**src/rtl/uart_word_ctrl.sv**
```systemverilog
// Word-oriented 8N1 UART: TX word FIFO with byte serialiser, RX byte sampler with word assembly.
// Define UART_CTRL_ASCII_EN to translate ASCII digits on both directions.
`timescale 1ns/1ps
module uart_word_ctrl #(
    parameter int unsigned DATA_WIDTH     = 32,
    parameter int unsigned BYTES_PER_WORD = 4,
    parameter int unsigned CLKS_PER_BIT   = 10,
    parameter int unsigned TX_DEPTH       = 4
) (
    input  logic                  clk,
    input  logic                  reset,
    input  logic                  SerialDataIn,
    output logic                  SerialDataOut,
    input  logic [DATA_WIDTH-1:0] uart_tx,
    input  logic                  Start_Tx,
    output logic                  tx_full,
    output logic                  tx_busy,
    input  logic                  clr_rx_flag,
    output logic [DATA_WIDTH-1:0] UART_data,
    output logic [DATA_WIDTH-1:0] Rx_flag_out,
    output logic                  rx_overrun,
    output logic                  rx_frame_err
);
    localparam int unsigned CNT_W  = $clog2(CLKS_PER_BIT);
    localparam int unsigned PTR_W  = $clog2(TX_DEPTH);
    localparam int unsigned FILL_W = PTR_W + 1;
    localparam int unsigned BIDX_W = (BYTES_PER_WORD > 1) ? $clog2(BYTES_PER_WORD) : 1;
    localparam int unsigned ASM_W  = 8 * BYTES_PER_WORD;
    localparam logic [CNT_W-1:0]  BIT_END   = CNT_W'(CLKS_PER_BIT - 1);
    localparam logic [CNT_W-1:0]  HALF_END  = CNT_W'(CLKS_PER_BIT / 2 - 1);
    localparam logic [BIDX_W-1:0] LAST_BYTE = BIDX_W'(BYTES_PER_WORD - 1);

`ifdef UART_CTRL_ASCII_EN
    function automatic logic [7:0] rx_xlate(input logic [7:0] b);
        return (b >= 8'h30 && b <= 8'h39) ? (b - 8'h30) : b;
    endfunction
    function automatic logic [7:0] tx_xlate(input logic [7:0] b);
        return (b <= 8'h09) ? (b + 8'h30) : b;
    endfunction
`else
    function automatic logic [7:0] rx_xlate(input logic [7:0] b);
        return b;
    endfunction
    function automatic logic [7:0] tx_xlate(input logic [7:0] b);
        return b;
    endfunction
`endif

    typedef enum logic [2:0] {TX_IDLE, TX_LOAD, TX_START, TX_DATA, TX_STOP} tx_state_e;
    typedef enum logic [1:0] {RX_IDLE, RX_START, RX_DATA, RX_STOP} rx_state_e;

    // TX FIFO
    logic [DATA_WIDTH-1:0] fifo_mem_q [TX_DEPTH];
    logic [FILL_W-1:0]     wr_ptr_q, wr_ptr_d, rd_ptr_q, rd_ptr_d, fill_d;
    logic                  tx_full_q, tx_full_d, tx_busy_q, tx_busy_d;
    logic                  push_c, pop_c, fifo_empty_c;
    logic [DATA_WIDTH-1:0] fifo_head_c;

    tx_state_e             tx_state_q, tx_state_d;
    logic [CNT_W-1:0]      tx_cnt_q, tx_cnt_d;
    logic [2:0]            tx_bit_q, tx_bit_d;
    logic [BIDX_W-1:0]     tx_byte_q, tx_byte_d;
    logic [DATA_WIDTH-1:0] tx_word_q, tx_word_d;
    logic [7:0]            tx_shift_q, tx_shift_d;
    logic                  tx_out_q, tx_out_d;

    assign fifo_empty_c = (wr_ptr_q == rd_ptr_q);
    assign push_c       = Start_Tx && !tx_full_q;
    assign fifo_head_c  = fifo_mem_q[rd_ptr_q[PTR_W-1:0]];

    always_ff @(posedge clk) begin
        if (push_c) fifo_mem_q[wr_ptr_q[PTR_W-1:0]] <= uart_tx;
    end

    always_comb begin
        wr_ptr_d  = wr_ptr_q + FILL_W'(push_c);
        rd_ptr_d  = rd_ptr_q + FILL_W'(pop_c);
        fill_d    = wr_ptr_d - rd_ptr_d;
        tx_full_d = (fill_d == FILL_W'(TX_DEPTH));
        tx_busy_d = (tx_state_d != TX_IDLE) || (fill_d != '0);
    end

    // TX frame sequencer; a word is popped on every entry to LOAD
    always_comb begin
        tx_state_d = tx_state_q;
        tx_cnt_d   = tx_cnt_q + CNT_W'(1);
        tx_bit_d   = tx_bit_q;
        tx_byte_d  = tx_byte_q;
        tx_word_d  = tx_word_q;
        tx_shift_d = tx_shift_q;
        tx_out_d   = tx_out_q;
        pop_c      = 1'b0;
        case (tx_state_q)
            TX_IDLE: begin
                tx_cnt_d = '0;
                tx_out_d = 1'b1;
                if (!fifo_empty_c) begin
                    tx_state_d = TX_LOAD;
                    tx_word_d  = fifo_head_c;
                    pop_c      = 1'b1;
                end
            end
            TX_LOAD: begin
                tx_state_d = TX_START;
                tx_cnt_d   = '0;
                tx_bit_d   = '0;
                tx_byte_d  = '0;
                tx_shift_d = tx_xlate(tx_word_q[7:0]);
                tx_word_d  = tx_word_q >> 8;
                tx_out_d   = 1'b0;
            end
            TX_START: begin
                if (tx_cnt_q == BIT_END) begin
                    tx_state_d = TX_DATA;
                    tx_cnt_d   = '0;
                    tx_out_d   = tx_shift_q[0];
                end
            end
            TX_DATA: begin
                if (tx_cnt_q == BIT_END) begin
                    tx_cnt_d = '0;
                    if (tx_bit_q == 3'd7) begin
                        tx_state_d = TX_STOP;
                        tx_out_d   = 1'b1;
                    end else begin
                        tx_bit_d   = tx_bit_q + 3'd1;
                        tx_shift_d = tx_shift_q >> 1;
                        tx_out_d   = tx_shift_q[1];
                    end
                end
            end
            TX_STOP: begin
                if (tx_cnt_q == BIT_END) begin
                    tx_cnt_d = '0;
                    tx_bit_d = '0;
                    if (tx_byte_q != LAST_BYTE) begin
                        tx_state_d = TX_START;
                        tx_byte_d  = tx_byte_q + BIDX_W'(1);
                        tx_shift_d = tx_xlate(tx_word_q[7:0]);
                        tx_word_d  = tx_word_q >> 8;
                        tx_out_d   = 1'b0;
                    end else if (!fifo_empty_c) begin
                        tx_state_d = TX_LOAD;
                        tx_word_d  = fifo_head_c;
                        pop_c      = 1'b1;
                    end else begin
                        tx_state_d = TX_IDLE;
                    end
                end
            end
            default: tx_state_d = TX_IDLE;
        endcase
    end

    always_ff @(posedge clk or posedge reset) begin
        if (reset) begin
            wr_ptr_q   <= '0;
            rd_ptr_q   <= '0;
            tx_full_q  <= 1'b0;
            tx_busy_q  <= 1'b0;
            tx_state_q <= TX_IDLE;
            tx_cnt_q   <= '0;
            tx_bit_q   <= '0;
            tx_byte_q  <= '0;
            tx_word_q  <= '0;
            tx_shift_q <= '0;
            tx_out_q   <= 1'b1;
        end else begin
            wr_ptr_q   <= wr_ptr_d;
            rd_ptr_q   <= rd_ptr_d;
            tx_full_q  <= tx_full_d;
            tx_busy_q  <= tx_busy_d;
            tx_state_q <= tx_state_d;
            tx_cnt_q   <= tx_cnt_d;
            tx_bit_q   <= tx_bit_d;
            tx_byte_q  <= tx_byte_d;
            tx_word_q  <= tx_word_d;
            tx_shift_q <= tx_shift_d;
            tx_out_q   <= tx_out_d;
        end
    end

    // RX path
    logic              rx_s1_q, rx_s2_q, rx_prev_q;
    rx_state_e         rx_state_q, rx_state_d;
    logic [CNT_W-1:0]  rx_cnt_q, rx_cnt_d;
    logic [2:0]        rx_bit_q, rx_bit_d;
    logic [7:0]        rx_shift_q, rx_shift_d;
    logic [BIDX_W-1:0] rx_idx_q, rx_idx_d;
    logic [ASM_W-1:0]  rx_asm_q, rx_asm_d;
    logic              rx_done_q, rx_done_d;
    logic              rx_ferr_c;
    logic [7:0]        rx_byte_c;

    logic [DATA_WIDTH-1:0] rx_data_q, rx_data_d;
    logic                  rx_flag_q, rx_flag_d;
    logic                  rx_ovr_q, rx_ovr_d;
    logic                  rx_ferr_q, rx_ferr_d;

    always_comb begin
        rx_state_d = rx_state_q;
        rx_cnt_d   = rx_cnt_q + CNT_W'(1);
        rx_bit_d   = rx_bit_q;
        rx_shift_d = rx_shift_q;
        rx_idx_d   = rx_idx_q;
        rx_asm_d   = rx_asm_q;
        rx_done_d  = 1'b0;
        rx_ferr_c  = 1'b0;
        rx_byte_c  = rx_xlate(rx_shift_q);
        case (rx_state_q)
            RX_IDLE: begin
                rx_cnt_d = '0;
                if (rx_prev_q && !rx_s2_q) rx_state_d = RX_START;
            end
            RX_START: begin
                // line back high at mid start bit: treat as a glitch
                if (rx_cnt_q == HALF_END) begin
                    rx_cnt_d   = '0;
                    rx_bit_d   = '0;
                    rx_state_d = rx_s2_q ? RX_IDLE : RX_DATA;
                end
            end
            RX_DATA: begin
                if (rx_cnt_q == BIT_END) begin
                    rx_cnt_d   = '0;
                    rx_shift_d = {rx_s2_q, rx_shift_q[7:1]};
                    rx_bit_d   = rx_bit_q + 3'd1;
                    if (rx_bit_q == 3'd7) rx_state_d = RX_STOP;
                end
            end
            RX_STOP: begin
                if (rx_cnt_q == BIT_END) begin
                    rx_cnt_d   = '0;
                    rx_state_d = RX_IDLE;
                    if (rx_s2_q) begin
                        for (int unsigned i = 0; i < BYTES_PER_WORD; i++) begin
                            if (rx_idx_q == BIDX_W'(i)) rx_asm_d[8*i +: 8] = rx_byte_c;
                        end
                        if (rx_idx_q == LAST_BYTE) begin
                            rx_idx_d  = '0;
                            rx_done_d = 1'b1;
                        end else begin
                            rx_idx_d = rx_idx_q + BIDX_W'(1);
                        end
                    end else begin
                        rx_ferr_c = 1'b1;
                        rx_idx_d  = '0;
                    end
                end
            end
            default: rx_state_d = RX_IDLE;
        endcase
    end

    // status: a word completing in the same cycle as a clear still lands
    always_comb begin
        rx_data_d = rx_data_q;
        rx_flag_d = rx_flag_q;
        rx_ovr_d  = rx_ovr_q;
        rx_ferr_d = rx_ferr_q;
        if (clr_rx_flag) begin
            rx_flag_d = 1'b0;
            rx_ovr_d  = 1'b0;
            rx_ferr_d = 1'b0;
        end
        if (rx_ferr_c) rx_ferr_d = 1'b1;
        if (rx_done_q) begin
            if (!rx_flag_q || clr_rx_flag) begin
                rx_data_d = DATA_WIDTH'(rx_asm_q);
                rx_flag_d = 1'b1;
            end else begin
                rx_ovr_d = 1'b1;
            end
        end
    end

    always_ff @(posedge clk or posedge reset) begin
        if (reset) begin
            rx_s1_q    <= 1'b1;
            rx_s2_q    <= 1'b1;
            rx_prev_q  <= 1'b1;
            rx_state_q <= RX_IDLE;
            rx_cnt_q   <= '0;
            rx_bit_q   <= '0;
            rx_shift_q <= '0;
            rx_idx_q   <= '0;
            rx_asm_q   <= '0;
            rx_done_q  <= 1'b0;
            rx_data_q  <= '0;
            rx_flag_q  <= 1'b0;
            rx_ovr_q   <= 1'b0;
            rx_ferr_q  <= 1'b0;
        end else begin
            rx_s1_q    <= SerialDataIn;
            rx_s2_q    <= rx_s1_q;
            rx_prev_q  <= rx_s2_q;
            rx_state_q <= rx_state_d;
            rx_cnt_q   <= rx_cnt_d;
            rx_bit_q   <= rx_bit_d;
            rx_shift_q <= rx_shift_d;
            rx_idx_q   <= rx_idx_d;
            rx_asm_q   <= rx_asm_d;
            rx_done_q  <= rx_done_d;
            rx_data_q  <= rx_data_d;
            rx_flag_q  <= rx_flag_d;
            rx_ovr_q   <= rx_ovr_d;
            rx_ferr_q  <= rx_ferr_d;
        end
    end

    assign SerialDataOut = tx_out_q;
    assign tx_full       = tx_full_q;
    assign tx_busy       = tx_busy_q;
    assign UART_data     = rx_data_q;
    assign Rx_flag_out   = DATA_WIDTH'(rx_flag_q);
    assign rx_overrun    = rx_ovr_q;
    assign rx_frame_err  = rx_ferr_q;

endmodule

```
**config.mk**
```make
export PLATFORM = sky130hd
export DESIGN_NAME = uart_word_ctrl
export DESIGN_NICKNAME = d
export VERILOG_FILES = /design/src/rtl/uart_word_ctrl.sv
export SDC_FILE = /design/constraint.sdc
export NUM_CORES = 1
export LEC_CHECK = 0
export ABC_AREA = 0
export CORE_UTILIZATION = 25
export CTS_CLUSTER_DIAMETER = 120
export CTS_CLUSTER_SIZE = 10
export DETAILED_ROUTE_END_ITERATION = 10
export PLACE_DENSITY = 0.46
export SETUP_SLACK_MARGIN = 0.5
export SLEW_MARGIN = 20
export SYNTH_ARGS = -nofsm -noshare
export SYNTH_HDL_FRONTEND = slang
export SYNTH_SLANG_ARGS = --single-unit
```
**constraint.sdc**
```tcl
create_clock -name clk -period 11 [get_ports clk]
set_clock_uncertainty 0.05 [all_clocks]
set_input_delay 2.2 -clock clk [delete_from_list [all_inputs] [get_ports clk]]
set_output_delay 2.2 -clock clk [all_outputs]
set_load 0.1 [all_outputs]
```
==> run metrics <==
die area=46330 sq um; first-pass GRT wire length=34850 um; Commonest cells post-synth=dfrtp_1 (147), edfxtp_1 (128), mux2_2 (82), inv_1 (45), nand2_1 (37); worst slew pin tran=1.077 ns; htree depth=1; Fillers=4490; min Tclk post-route=4.542 ns; HPWL Detailed=around 13000 um; max layer used=met4; critical path type=flip-flop to output pin; final wirelength=around 22000 um; setup tns final=0 ns; Inserted Diodes=0; Synth cell types=51; count leader, synth=dfrtp_1; Syn Std Cell Area=11370 sq um; post-synthesis compound-gate area fraction=0.04380; Area Growth Syn to Fin=19.37%; syn avg cell area=15.40 sq um; share of cells above drive strength 1=0.1981; Slew headroom=0.2796; post-synthesis mux area share=0.1522; core area=around 45000 sq um; YS warnings=0; die width=about 220 um; delay-heaviest family, CP=buffers and inverters; DRT met1 WL=9895 um; CP max stage delay=between 1 and 1.5 ns; Max Cap Violations=0; Synth Area in Adders=0.02201; Vias=slightly below 6000; CP endpoint kind=output pin; Critical Path, Cell by Cell=clkdlybuf4s50_1; Die H=215.2 um; crit path from=SerialDataOut; r2r setup slk=7.94 ns; placer congestion estimate=0.6762; Synth top area share=0.3381; Total Nets Final=880; Worst EP required=8.75 ns; Buffers on Ports=74; CTS tree=yes; final hold slack=approximately 0.3 ns; DR WL met2=10320 um; EDFF count, synth=between 100 and 150; worst-path fanout max=2; post-CTS resize count=0; post-synthesis simple-gate area fraction=0.05327; DR WL/cell=around 15 um; Initial Utilization=0.2554; pins over their slew limit=0; Synth Area in XOR/XNOR=0.009685; Synth area leader=edfxtp_1; WL met3=824 um; worst path bufs/invs=1; initial DRC count=246; hold wc startpoint=rx_s1_q; Post-CTS Repair Setup Buffers=0; setup violators final=0; fin cells=1440; row count=slightly below 80; DRC viols=0; clk buf depth=3; post-synthesis sequential area ratio=0.6709; clock sinks=279; Post-synth ARST share=0.5412; largest family of logic cells by synthesized area=multiplexers; Final ANT Viol Nets=0; largest net degree at the start of global routing=~90; RR Startpoint=tx_cnt_q[0]; Skew-Pair Late Insertion Delay=0.57 ns; pwr dens=231.1 nW/um^2; CTS Buf Count=31; Reg clk slew, reported paths=0.06 ns; Post-CTS Hold Buffers=0; RSZ-0062 raised after global routing=no; CTS Root Cell=clkbuf_16; leak pwr=0.005425 uW; dpl cells=1382; Final Hold Vio Count=0; Peak supply drop=0.1218 mV; vias per cell=4.117; Worst EP arrival=2.29 ns; total track usage=0.09386; Pre-antenna DRT Iters=4; slowest CP cell=clkdlybuf4s50_1; Synth area leaders=edfxtp_1 (34%), dfrtp_1 (32%), mux2_2 (8.1%); antenna violations before repair=0; HP Class=flip-flop to flip-flop; GRT overflow=0; outcome=completed; fin crit share=0.4129; Synth Flop Type=dfrtp_1; vias in the first global route=6236; Top Ports=106; FF+latch count, synth=279; FMAX=between 0.2 and 0.25 GHz; Worst setup SP type=flip-flop; Synth Instances=738
==> worst paths after layout <==
path / endpoint / cells after the start
max: SerialDataOut / 1
min: rx_s2_q / 0
max reg2reg: tx_full / 11
min reg2reg: rx_s2_q / 0
max in group asynchronous: rd_ptr_q[0] / 3
min in group asynchronous: rx_asm_q[26] / 2
==> power by group <==
| part | switching [uW] | internal [uW] | total, uW |
|---|---|---|---|
| Clock | 393 | 530 | 923 |
| Combinational | 478 | 333 | 811 |
| Sequential | 100 | 1300 | 1400 |
==> flip-flops by register name, summed over array words and instances (netlist names), 2 cells and up, named ones only <==
name        count
rx_byte_c       8
tx_byte_q       2
tx_bit_q        3
rx_bit_q        3
rd_ptr_q        3
tx_shift_q      8
tx_cnt_q        4
UART_data      32
tx_word_q      32
rx_idx_q        2
rx_asm_q       32
tx_state_q      3
fifo_mem_q    128
rx_cnt_q        4
wr_ptr_q        3
==> worst reg2reg max path: stages (launching register included) <==
cell and delay (ns):
dfrtp_1 0.41, ha_1 0.24, and3b_1 0.27, a31o_2 0.45
and2_1 0.25, ha_1 0.17, ha_1 0.29, inv_1 0.05
ha_1 0.29, a21oi_1 0.14, xnor3_1 0.25, nor2b_1 0.13
==> routing by layer <==
layer,vias up,track usage
li1,2810,-
met4,0,0.02600
met2,115,0.1568
met3,41,0.02010
met5,-,0
met1,2963,0.1223
==> cell type report <==
class	instances	area [sq um]	area share
Timing Repair Buffer	84	815.8	0.06011
Sequential cell	279	7629	0.5621
Multi-Input combinational cell	382	3318	0.2445
Clock buffer	57	873.3	0.06436
Clock inverter	1	20.02	0.001475
Tap cell	592	740.7	0.05458
Inverter	45	173.9	0.01282
==> cells by family (layout without fill, tap and decap cells) <==
logic type | Yosys count | after routing
mux | 122 | 122
simple gates | 124 | 124
buf+inv | 107 | 187
other cells | 1 | 31
xor+xnor | 11 | 11
flops | 279 | 279
fa+ha+maj | 20 | 20
compound gates | 74 | 74
==> metrics by stage <==
step	instance area, sq um	utilization	setup WS [ns]	power (uW)
3_3_place_gp	12680	0.2848	6.638	2251
6_report	13570	0.3049	6.458	3136
2_1_floorplan	11480	-	4.692	2044
4_1_cts	13570	0.3049	6.422	3212
5_1_grt	13570	0.3049	6.408	3339
3_5_place_dp	12680	0.2848	6.625	2263
==> cell usage in the layout (no fill, tap or decap), types with 3 or more instances in the layout <==
| cell | n |
|---|---|
| dfrtp_1 | 146 |
| edfxtp_1 | 128 |
| mux2_2 | 82 |
| clkdlybuf4s50_1 | 74 |
| inv_1 | 44 |
| nand2_1 | 37 |
| nand3_1 | 34 |
| mux4_2 | 32 |
| conb_1 | 31 |
| clkbuf_16 | 31 |
| clkbuf_1 | 26 |
| o211ai_1 | 23 |
| nor2_1 | 20 |
| ha_1 | 20 |
| o21ai_0 | 17 |
| a21oi_1 | 13 |
| buf_4 | 10 |
| nand2b_1 | 6 |
| xnor2_1 | 6 |
| nor2b_1 | 5 |
| mux2_1 | 5 |
| dfstp_2 | 4 |
| o22ai_1 | 4 |
| a21o_1 | 4 |
| xor2_1 | 4 |
| nor3_1 | 3 |
| and2_1 | 3 |
| mux2i_1 | 3 |
| nand4_1 | 3 |
No activity file was read; power rests on OpenSTA's default activity.
